`src/rtl/rtc_seq_pkg.sv`:
```
// rtc_seq_pkg: shared state type, mode table and timeout constant for the RTC command sequencer.
// RTC_SEQ_TIMEOUT only takes effect in builds with RTC_SEQ_TIMEOUT_EN defined.
package rtc_seq_pkg;
   typedef enum logic [2:0] {S_IDLE, S_CMD, S_DATA, S_DONE, S_ERR} seq_state_e;
   localparam int MODE_NUM = 4;
   localparam logic [7:0] MODE_CMD  [MODE_NUM] = '{8'hF0, 8'hF1, 8'hF1, 8'h08};
   localparam logic [7:0] MODE_BASE [MODE_NUM] = '{8'h21, 8'h24, 8'h21, 8'h41};
   localparam int         MODE_CNT  [MODE_NUM] = '{6, 3, 6, 3};
   localparam logic [7:0] UNUSED_CMD = 8'h0F;
   localparam int RTC_SEQ_TIMEOUT = 255;
   typedef struct packed {
      logic [7:0] cmd;
      logic [7:0] base;
      int         cnt;
   } mode_entry_t;
   function automatic mode_entry_t mode_lookup(input int unsigned m);
      mode_entry_t e;
      e = '{cmd: UNUSED_CMD, base: 8'h00, cnt: 0};
      if (m < MODE_NUM) e = '{cmd: MODE_CMD[m[1:0]], base: MODE_BASE[m[1:0]], cnt: MODE_CNT[m[1:0]]};
      return e;
   endfunction
endpackage

```
`src/rtl/rtc_cmd_sequencer_if.sv`:
```
// rtc_cmd_sequencer_if: single-access RTC bus between the sequencer (master) and the bus driver (slave).
interface rtc_cmd_sequencer_if #(
   parameter int DATA_W = 8,
   parameter int ADDR_W = 8
);
   logic              bus_req;
   logic              bus_we;
   logic [ADDR_W-1:0] bus_addr;
   logic [DATA_W-1:0] bus_wdata;
   logic              bus_ack;
   logic [DATA_W-1:0] bus_rdata;
   modport master (output bus_req, bus_we, bus_addr, bus_wdata, input bus_ack, bus_rdata);
   modport slave (input bus_req, bus_we, bus_addr, bus_wdata, output bus_ack, bus_rdata);
endinterface

```
`src/rtl/rtc_mode_table.sv`:
```
// rtc_mode_table: combinational mode -> {command, base address, byte count} lookup.
// Counts above MAX_BYTES are clamped so the burst never overruns the byte index.
module rtc_mode_table import rtc_seq_pkg::*; #(
   parameter int ADDR_W    = 8,
   parameter int MODE_W    = 2,
   parameter int MAX_BYTES = 8,
   parameter int CNT_W     = 4
) (
   input  logic [MODE_W-1:0] mode_i,
   output logic [ADDR_W-1:0] cmd_o,
   output logic [ADDR_W-1:0] base_o,
   output logic [CNT_W-1:0]  cnt_o
);
   mode_entry_t e;
   always_comb begin
      e      = mode_lookup(32'(mode_i));
      cmd_o  = ADDR_W'(e.cmd);
      base_o = ADDR_W'(e.base);
      cnt_o  = (e.cnt > MAX_BYTES) ? CNT_W'(MAX_BYTES) : CNT_W'(e.cnt);
   end
endmodule

```
`src/rtl/rtc_cmd_sequencer.sv`:
```
// rtc_cmd_sequencer: issues the RTC command byte, then bursts the mode's register accesses.
// Define RTC_SEQ_TIMEOUT_EN to abort an access whose bus_ack never arrives.
module rtc_cmd_sequencer import rtc_seq_pkg::*; #(
   parameter int DATA_W    = 8,
   parameter int ADDR_W    = 8,
   parameter int MODE_W    = 2,
   parameter int MAX_BYTES = 8,
   localparam int IDX_W    = (MAX_BYTES > 1) ? $clog2(MAX_BYTES) : 1,
   localparam int CNT_W    = $clog2(MAX_BYTES + 1)
) (
   input  logic                clk,
   input  logic                reset,
   input  logic                start,
   input  logic [MODE_W-1:0]   mode,
   input  logic                dir_rd,
   input  logic [DATA_W-1:0]   wr_data,
   rtc_cmd_sequencer_if.master bus,
   output logic [IDX_W-1:0]    byte_idx,
   output logic                wr_take,
   output logic                rd_valid,
   output logic [DATA_W-1:0]   rd_data,
   output logic                busy,
   output logic                done,
   output logic                err
);
   seq_state_e        state_q, state_d;
   logic              req_q, req_d, we_q, we_d, dir_q, dir_d, rd_valid_q, rd_valid_d;
   logic [ADDR_W-1:0] addr_q, addr_d, base_q, base_d, tbl_cmd, tbl_base;
   logic [DATA_W-1:0] wdata_q, wdata_d, rd_data_q, rd_data_d;
   logic [IDX_W-1:0]  idx_q, idx_d, rd_idx_q, rd_idx_d;
   logic [CNT_W-1:0]  cnt_q, cnt_d, tbl_cnt;
   logic              last, expired;

   rtc_mode_table #(.ADDR_W(ADDR_W), .MODE_W(MODE_W), .MAX_BYTES(MAX_BYTES), .CNT_W(CNT_W)) u_table (
      .mode_i(mode), .cmd_o(tbl_cmd), .base_o(tbl_base), .cnt_o(tbl_cnt)
   );

   assign last = (CNT_W'(idx_q) + CNT_W'(1)) == cnt_q;

`ifdef RTC_SEQ_TIMEOUT_EN
   localparam int TMO_W = $clog2(RTC_SEQ_TIMEOUT + 1);
   logic [TMO_W-1:0] tmo_q, tmo_d;
   assign tmo_d   = req_q ? tmo_q + TMO_W'(1) : '0;
   assign expired = req_q && !bus.bus_ack && tmo_q == TMO_W'(RTC_SEQ_TIMEOUT - 1);
   assign err     = state_q == S_ERR;
   always_ff @(posedge clk) tmo_q <= reset ? '0 : tmo_d;
`else
   assign expired = 1'b0;
   assign err     = 1'b0;
`endif

   always_comb begin
      state_d    = state_q;
      req_d      = req_q;
      we_d       = we_q;
      addr_d     = addr_q;
      wdata_d    = wdata_q;
      base_d     = base_q;
      cnt_d      = cnt_q;
      dir_d      = dir_q;
      idx_d      = idx_q;
      rd_idx_d   = rd_idx_q;
      rd_data_d  = rd_data_q;
      rd_valid_d = 1'b0;
      wr_take    = 1'b0;
      case (state_q)
         S_IDLE: if (start) begin
            state_d = S_CMD;
            req_d   = 1'b1;
            we_d    = 1'b1;
            addr_d  = tbl_cmd;
            wdata_d = DATA_W'(tbl_cmd);
            base_d  = tbl_base;
            cnt_d   = tbl_cnt;
            dir_d   = dir_rd;
            idx_d   = '0;
         end
         S_CMD: if (bus.bus_ack) begin
            req_d   = 1'b0;
            state_d = (cnt_q == '0) ? S_DONE : S_DATA;
         end
         // With bus_req low, DATA is the setup cycle: latch address and write byte, then request.
         S_DATA: if (!req_q) begin
            req_d   = 1'b1;
            we_d    = !dir_q;
            addr_d  = base_q + ADDR_W'(idx_q);
            wr_take = !dir_q;
            wdata_d = dir_q ? wdata_q : wr_data;
         end else if (bus.bus_ack) begin
            req_d      = 1'b0;
            rd_valid_d = dir_q;
            rd_idx_d   = idx_q;
            rd_data_d  = dir_q ? bus.bus_rdata : rd_data_q;
            state_d    = last ? S_DONE : S_DATA;
            idx_d      = last ? idx_q : idx_q + IDX_W'(1);
         end
         default: state_d = S_IDLE;
      endcase
      if (expired) begin
         state_d = S_ERR;
         req_d   = 1'b0;
      end
   end

   always_ff @(posedge clk) begin
      if (reset) begin
         state_q    <= S_IDLE;
         req_q      <= 1'b0;
         we_q       <= 1'b0;
         addr_q     <= '0;
         wdata_q    <= '0;
         base_q     <= '0;
         cnt_q      <= '0;
         dir_q      <= 1'b0;
         idx_q      <= '0;
         rd_idx_q   <= '0;
         rd_data_q  <= '0;
         rd_valid_q <= 1'b0;
      end else begin
         state_q    <= state_d;
         req_q      <= req_d;
         we_q       <= we_d;
         addr_q     <= addr_d;
         wdata_q    <= wdata_d;
         base_q     <= base_d;
         cnt_q      <= cnt_d;
         dir_q      <= dir_d;
         idx_q      <= idx_d;
         rd_idx_q   <= rd_idx_d;
         rd_data_q  <= rd_data_d;
         rd_valid_q <= rd_valid_d;
      end
   end

   // A read's rd_valid cycle reports the index of the byte just read, not the next one.
   assign byte_idx      = rd_valid_q ? rd_idx_q : idx_q;
   assign bus.bus_req   = req_q;
   assign bus.bus_we    = we_q;
   assign bus.bus_addr  = addr_q;
   assign bus.bus_wdata = wdata_q;
   assign rd_valid      = rd_valid_q;
   assign rd_data       = rd_data_q;
   assign busy          = state_q != S_IDLE;
   assign done          = state_q == S_DONE;
endmodule

```
`src/flat_wrapper.sv`:
```
// flat-port wrapper written by rule: the top's interface ports become plain ports
module rtc_cmd_sequencer_flat import rtc_seq_pkg::*;
#(
   parameter int DATA_W    = 8,
   parameter int ADDR_W    = 8,
   parameter int MODE_W    = 2,
   parameter int MAX_BYTES = 8,
   localparam int IDX_W    = (MAX_BYTES > 1) ? $clog2(MAX_BYTES) : 1,
   localparam int CNT_W    = $clog2(MAX_BYTES + 1)
)
  (clk, reset, start, mode, dir_rd, wr_data, byte_idx, wr_take, rd_valid, rd_data, busy, done, err, bus_bus_req, bus_bus_we, bus_bus_addr, bus_bus_wdata, bus_bus_ack, bus_bus_rdata);
  rtc_cmd_sequencer_if #(.DATA_W(DATA_W), .ADDR_W(ADDR_W)) bus_i ();
  input  logic clk;
  input  logic reset;
  input  logic start;
  input  logic [MODE_W-1:0] mode;
  input  logic dir_rd;
  input  logic [DATA_W-1:0] wr_data;
  output logic [IDX_W-1:0] byte_idx;
  output logic wr_take;
  output logic rd_valid;
  output logic [DATA_W-1:0] rd_data;
  output logic busy;
  output logic done;
  output logic err;
  output wire logic [$bits(bus_i.bus_req)-1:0] bus_bus_req;
  output wire logic [$bits(bus_i.bus_we)-1:0] bus_bus_we;
  output wire logic [$bits(bus_i.bus_addr)-1:0] bus_bus_addr;
  output wire logic [$bits(bus_i.bus_wdata)-1:0] bus_bus_wdata;
  input wire logic [$bits(bus_i.bus_ack)-1:0] bus_bus_ack;
  input wire logic [$bits(bus_i.bus_rdata)-1:0] bus_bus_rdata;
  assign bus_bus_req = bus_i.bus_req;
  assign bus_bus_we = bus_i.bus_we;
  assign bus_bus_addr = bus_i.bus_addr;
  assign bus_bus_wdata = bus_i.bus_wdata;
  assign bus_i.bus_ack = bus_bus_ack;
  assign bus_i.bus_rdata = bus_bus_rdata;
  rtc_cmd_sequencer #(.DATA_W(DATA_W), .ADDR_W(ADDR_W), .MODE_W(MODE_W), .MAX_BYTES(MAX_BYTES)) u_core (.clk(clk), .reset(reset), .start(start), .mode(mode), .dir_rd(dir_rd), .wr_data(wr_data), .bus(bus_i), .byte_idx(byte_idx), .wr_take(wr_take), .rd_valid(rd_valid), .rd_data(rd_data), .busy(busy), .done(done), .err(err));
endmodule
```
`config.mk`:
```
export PLATFORM = sky130hd
export DESIGN_NAME = rtc_cmd_sequencer_flat
export DESIGN_NICKNAME = d
export VERILOG_FILES = /design/src/rtl/rtc_seq_pkg.sv /design/src/rtl/rtc_cmd_sequencer_if.sv /design/src/rtl/rtc_mode_table.sv /design/src/rtl/rtc_cmd_sequencer.sv /design/src/flat_wrapper.sv
export SDC_FILE = /design/constraint.sdc
export NUM_CORES = 1
export LEC_CHECK = 0
export ABC_AREA = 0
export BUFFER_PORTS_ARGS = -buffer_cell sky130_fd_sc_hd__clkbuf_2
export CORE_MARGIN = 5
export CORE_UTILIZATION = 52
export DETAILED_ROUTE_END_ITERATION = 6
export GPL_ROUTABILITY_DRIVEN = 0
export PLACE_DENSITY = 0.9
export REMOVE_ABC_BUFFERS = 1
export SYNTH_ARGS = -nofsm -noshare
export SYNTH_HDL_FRONTEND = slang
export SYNTH_SLANG_ARGS = --single-unit
```
`constraint.sdc`:
```
create_clock -name clk -period 2.5 [get_ports clk]
set_input_delay 0.375 -clock clk [delete_from_list [all_inputs] [get_ports clk]]
set_output_delay 0.375 -clock clk [all_outputs]
set_load 0.01 [all_outputs]
```
Word-level counts from Yosys, hierarchy flattened
Index checks and enable logic that the tools add are counted.
{ "word_totals": {"register_bits": 49, "output_inout_bits": 34, "word_cells": 85} }
{ "op_classes": {"n_addsub": 3, "magnitude_cmp": 2, "n_eq_ne": 11, "muxes": 38, "bitwise": 4, "reduce_logical": 15} }
{ "op_table": {"columns": ["op", "count"], "rows": [
  ["$bmux 32 s2", 1],
  ["$mux 32", 2],
  ["$mux 8", 8],
  ["$bmux 8 s2", 2],
  ["$gt 32x5->1 const B", 1],
  ["$pmux 8 s2", 2],
  ["$mux 3", 9],
  ["$ne 2x2->1 const B", 6],
  ["$reduce_and 4->1", 3],
  ["$mux 1", 9],
  ["$pmux 3 s3", 1],
  ["$reduce_and 3->1", 3],
  ["$add 8x3->8", 1],
  ["$eq 3x2->1 const B", 2],
  ["$pmux 3 s2", 1],
  ["$reduce_bool 3->1", 2],
  ["$reduce_and 5->1", 1],
  ["$add 3x1->4 const B", 1],
  ["$eq 4x4->1", 1],
  ["$logic_not 4->1", 1],
  ["$mux 4", 1],
  ["$reduce_or 4->1", 1],
  ["$add 3x1->3 const B", 1],
  ["$eq 3x1->1 const B", 1],
  ["10 further kinds", 12]
]} }

Depth between registers and ports, before layout
{ "depth": {"word_depth": 6, "depth_mapped": 7, "ltp_nobuf": 6} }

Hierarchy
Synthesis repeated with hierarchy kept, for this count alone.
{ "unflattened": {"cells_unflattened": 303, "area_unflattened_um2": 2491.1} }
{ "modules_own_cells": {"columns": ["module", "instances", "cells_per_inst", "area_each_um2"], "rows": [
  ["rtc_cmd_sequencer", 1, 276, 2282.2],
  ["rtc_mode_table", 1, 27, 209.0]
]} }

Least setup slack after synthesis
No wires, ideal clock.
{ "synth_timing": {"kind": "reg-to-reg", "startpoint": "register u_core.state_q[0]", "endpoint": "register u_core.addr_q[5] (netlist: u_core.bus.bus_addr[5])", "setup_ps": 128, "arrival_ps": 1627, "required_ps": 2372, "setup_slack_ps": 746, "stages_incl_launch_ff": 8, "n_path_buf": 1, "period_less_slack_ps": 1754, "path_cell_list": "dfxtp_1 > inv_1 > ha_1 > mux2i_2 > or2_1 > buf_6 > a222oi_1 > nor2_1"} }
{ "synth_via": {"elab_chain_len": 3, "elab_cells_between_ends": 7} }
{ "synth_rtl": {"columns": ["item", "line_no", "source"], "rows": [
  ["start, declared", "rtc_cmd_sequencer.sv:26", "seq_state_e state_q, state_d;"],
  ["start signal, assigned", "rtc_cmd_sequencer.sv:120", "state_q <= state_d;"],
  ["$eq 3x2->1 or $logic_not 3->1 (tied branches)", "rtc_cmd_sequencer.sv:66", "case (state_q)"],
  ["$ne 2x2->1 (no line) or $reduce_bool 2->1 (tied branches)", null, null],
  ["$reduce_and 3->1 (no line)", null, null],
  ["end signal, assigned", "rtc_cmd_sequencer.sv:123", "addr_q <= addr_d;"],
  ["end, declared", "rtc_cmd_sequencer.sv:28", "logic [ADDR_W-1:0] addr_q, addr_d, base_q, base_d, tbl_cmd, tbl_base;"]
]} }
Parallel ways exist; a longest one is shown, timed or not.
A chain may end at the register's enable or synchronous reset.

Final worst setup path
{ "layout_timing": {"startpoint": "register u_core.state_q[0]", "endpoint": "register u_core.rd_data_q[0] (netlist: u_core.rd_data[0])"} }
{ "layout_via": {"elab_chain_len": 2} }
{ "layout_rtl": {"columns": ["item", "line_no", "source"], "rows": [
  ["$eq 3x2->1", "rtc_cmd_sequencer.sv:66", null],
  ["$reduce_and 4->1 (no line)", null, null],
  ["end signal, assigned", "rtc_cmd_sequencer.sv:130", "rd_data_q <= rd_data_d;"],
  ["end, declared", "rtc_cmd_sequencer.sv:29", "logic [DATA_W-1:0] wdata_q, wdata_d, rd_data_q, rd_data_d;"]
]} }
No other way between the ends.

==> summary.md <==
| Metric | Value |
|---|---|
| Setup TNS Final | `0 ns` |
| Pwr per Cell Area | `between 900 and 1000 mW/mm2` |
| Reported max-cap violation count | `0` |
| Leading cell types in the layout, fill and taps excluded | `55 x clkbuf_2, 42 x dfxtp_1, 29 x nand2_1, 28 x nor2_1, 25 x a21oi_1` |
| Worst-case setup margin in the final layout | `0.539 ns` |
| Worst-case headroom to the max-slew limit | `between 60 and 70%` |
| Fraction of the cycle the final worst path needs | `78.4%` |
| HPWL Detailed | `roughly 3500 um` |
| Simple logic cell fraction of the synthesized area | `roughly a fifth` |
| Compound-gate portion of the synthesized area | `15.3%` |
| Slowest-stage cell, CP | `nor2_2` |
| Chip height | `between 70 and 80 um` |
| Antenna-violating nets left | `0` |
| Post-Route WL | `4730 um` |
| Average wire length per cell after detail routing | `roughly 14 um` |
| Detailed-route via count | `approximately 1900` |
| Number of DRC markers in iteration 0 | `63` |
| Ys flop type | `dfxtp_1` |
| Horizontal extent of the die | `73.0 um` |
| Initial core utilization | `around 55%` |
| Overall global routing resource usage | `a little under a fifth` |
| Grt met2 use | `between 30% and 40%` |
| Post-synth EDFFs | `0` |
| Fmax | `510 MHz` |
| Share of final-layout standard cells stronger than drive strength 1 | `between 20% and 30%` |
| Total of hold buffers inserted after clock tree synthesis | `0` |
| Global routing met1 resource utilization | `a little over a fifth` |
| Quantity of gates resized following cts | `0` |
| Run status | `completed` |
| Number of setup buffers added after CTS | `0` |
| IR drop worst, VDD | `0.423 mV` |
| Xor/xnor cell area share of the yosys netlist | `~1.9%` |
| Maximum level of the CTS H-tree | `2` |
| Maximum cell stage delay along the critical path | `~0.36 ns` |
| Initial antenna violation count | `0` |
| Worst min-delay path category | `in -> reg` |
| Setup Slack @ Placement | `between 0.5 and 0.6 ns` |
| Multiplexer area fraction after synthesis | `under 10%` |
| Dominant combinational cell family by area after synthesis | `simple AND/OR/NAND/NOR gates` |
| Filler cell count in the final layout | `approximately 340` |
| Static power due to leakage | `approximately 1.1 nW` |
| Most common library cell in the layout ignoring fill and taps | `clkbuf_2` |
| Antenna diodes | `0` |
| Critical path arrival | `about 2.2 ns` |
| Type of the worst setup path | `reg -> reg` |
| Number of hold violations in the final report | `0` |
| Number of synthesized register bits | `42` |
| Layout net count | `roughly 330` |
| I/O pin cnt | `57` |
| Number of clock sinks | `42` |
| Core Box Area | `approximately 0.0037 mm2` |
| Yosys warning count | `0` |
| Residual overflow from global routing | `0` |
| Clock Tree Buf Depth | `2` |
| Unique masters post-synth | `43` |
| Post-Synthesis Cells | `about 240` |
| Die outline area | `0.00533 mm2` |
| Clk pin slew, worst setup/hold paths | `0.08 ns` |
| Number of buffers created by CTS | `5` |
| Adder-cell area share of the yosys netlist | `8.49%` |
| Setup repair after global routing missed its margin | `false` |
| Portion of the post-synthesis area used by sequential elements | `~40%` |
| Met3 layer usage reported by global route | `between 6 and 7%` |
| Number of detailed-route iterations in the first pass | `4` |
| CP max FO | `11` |
| Global-route wire length before repair | `approximately 7700 um` |
| Maximum number of pins on one net before global-route repair | `26` |
| Crit path time final | `between 1.5 and 2 ns` |
| Setup Skew | `about 0.0066 ns` |
| Row cnt | `22` |
| Kind of start point of the critical path | `flip-flop` |
| Vias in the first global route | `1758` |
| Total standard cell area after synthesis | `~0.0021 mm2` |
| CTS tree | `yes` |
| Pins over their slew limit | `0` |
| Nature of the critical path endpoint | `flip-flop` |
| Crit path required time | `around 2.7 ns` |
| Busiest grt layer | `met2` |
| Port buffer count | `between 50 and 60` |
| Mean cell area of the mapped netlist | `between 8 and 9 um2` |
| Critical Path, Cell by Cell | `inv_1, ha_1, buf_4, nand3_1, nor2_2, nand2_1, a21oi_1` |
| Setup violation total in the final timing report | `0` |
| Area growth from synthesis to final layout | `19.3%` |
| Root buffer selected by CTS | `clkbuf_8` |
| FFs w/ async S/R, synth | `0%` |
| DRC Markers | `0` |
| Worst Max-Slew Pin Slew | `0.525 ns` |
| Worst skew pair latency | `~0.3 ns` |
| Routed via count divided by cell count | `approximately 5.5` |
| Total power of the final layout | `2.24 mW` |
==> kinds of logic (layout without fill, tap and decap cells) <==
logic type / Yosys count / count (layout)
adders and majority gates: 14 / 14
muxes: 13 / 13
DFF: 42 / 42
xor gates and xnor gates: 3 / 3
other: 1 / 1
and+or+nand+nor: 92 / 92
buffers and inverters: 23 / 75
AOI/OAI and AO/OA: 51 / 51
==> per-stage QoR <==
stage / instance area (um2) / hold slack (ns) / instances / utilization, %
global placement: 2350 / 0.441 / 332 / 62.7
finish: 2460 / 0.300 / 339 / 65.7
CTS: 2460 / 0.295 / 339 / 65.7
floorplan: 1990 / 0.430 / 226 / -
global route: 2460 / 0.294 / 339 / 65.7
detailed placement: 2350 / 0.446 / 332 / 62.7
==> synthesized netlist by cell type (all sizes together) (2+ instances only) <==
library cell	instances	area, um2
and2	4	25.0
nand2b	8	50.1
a21o	2	15.0
or2	2	12.5
o32ai	4	35.0
inv	10	37.5
nor2b	3	18.8
a21oi	25	125
nand3	5	25.0
or3b	2	17.5
nand2	29	109
nor3	5	36.3
a211oi	8	60.1
o21ai	5	25.0
ha	14	175
dfxtp	42	841
mux2i	10	104
mux2	3	33.8
nor2	29	111
clkbuf	7	26.3
a22oi	2	15.0
buf	6	46.3
==> worst max-delay path, delay by kind of cell (launching register included) <==
family	cells	cell delay, ns
flops	1	0.34
simple gates	3	0.76
compound gates	1	0.14
fa+ha+maj	1	0.31
buf+inv	2	0.34
==> path summary, 6_finish.rpt <==
kind	start	to	slack (ns)	depth (start not counted)
min	bus_bus_rdata[6]	u_core.rd_data[6]	0.30	3
max reg2reg	u_core.state_q[0]	u_core.rd_data[0]	0.54	7
min reg2reg	u_core.base_q[6]	u_core.base_q[6]	0.46	2
max	u_core.state_q[0]	u_core.rd_data[0]	0.54	7
==> registers in the layout, indices dropped and copies added, names as in the netlist <==
name	count
u_core.bus.bus_we	1
u_core.dir_q	1
u_core.bus.bus_req	1
u_core.base_q	4
u_core.cnt_q	3
u_core.rd_valid	1
u_core.idx_q	3
u_core.state_q	2
u_core.rd_idx_q	3
u_core.rd_data	8
u_core.bus.bus_wdata	8
u_core.bus.bus_addr	7
==> per-layer routing <==
layer,up-vias,routed length [um]
met5,-,0
met4,0,87
met3,7,351
met2,52,2360
met1,875,1930
li1,924,-
==> final cells by class <==
type	instances	area, um2	share of cell area, %
Inverter	10	37.5	1.53
Sequential cell	42	841	34.2
Multi-Input combinational cell	174	1110	45.2
Clock buffer	6	82.6	3.36
Tap cell	48	60.1	2.44
Timing Repair Buffer	58	298	12.1
Clock inverter	1	30.0	1.22
==> where the power goes <==
group / internal, mW / switching (mW) / leakage [nW] / total [mW]
clock: 0.319 / 0.222 / 0.0573 / 0.542
sequential: 0.786 / 0.0884 / 0.343 / 0.875
combinational: 0.346 / 0.478 / 0.716 / 0.824
No activity file was read; power rests on OpenSTA's default activity.
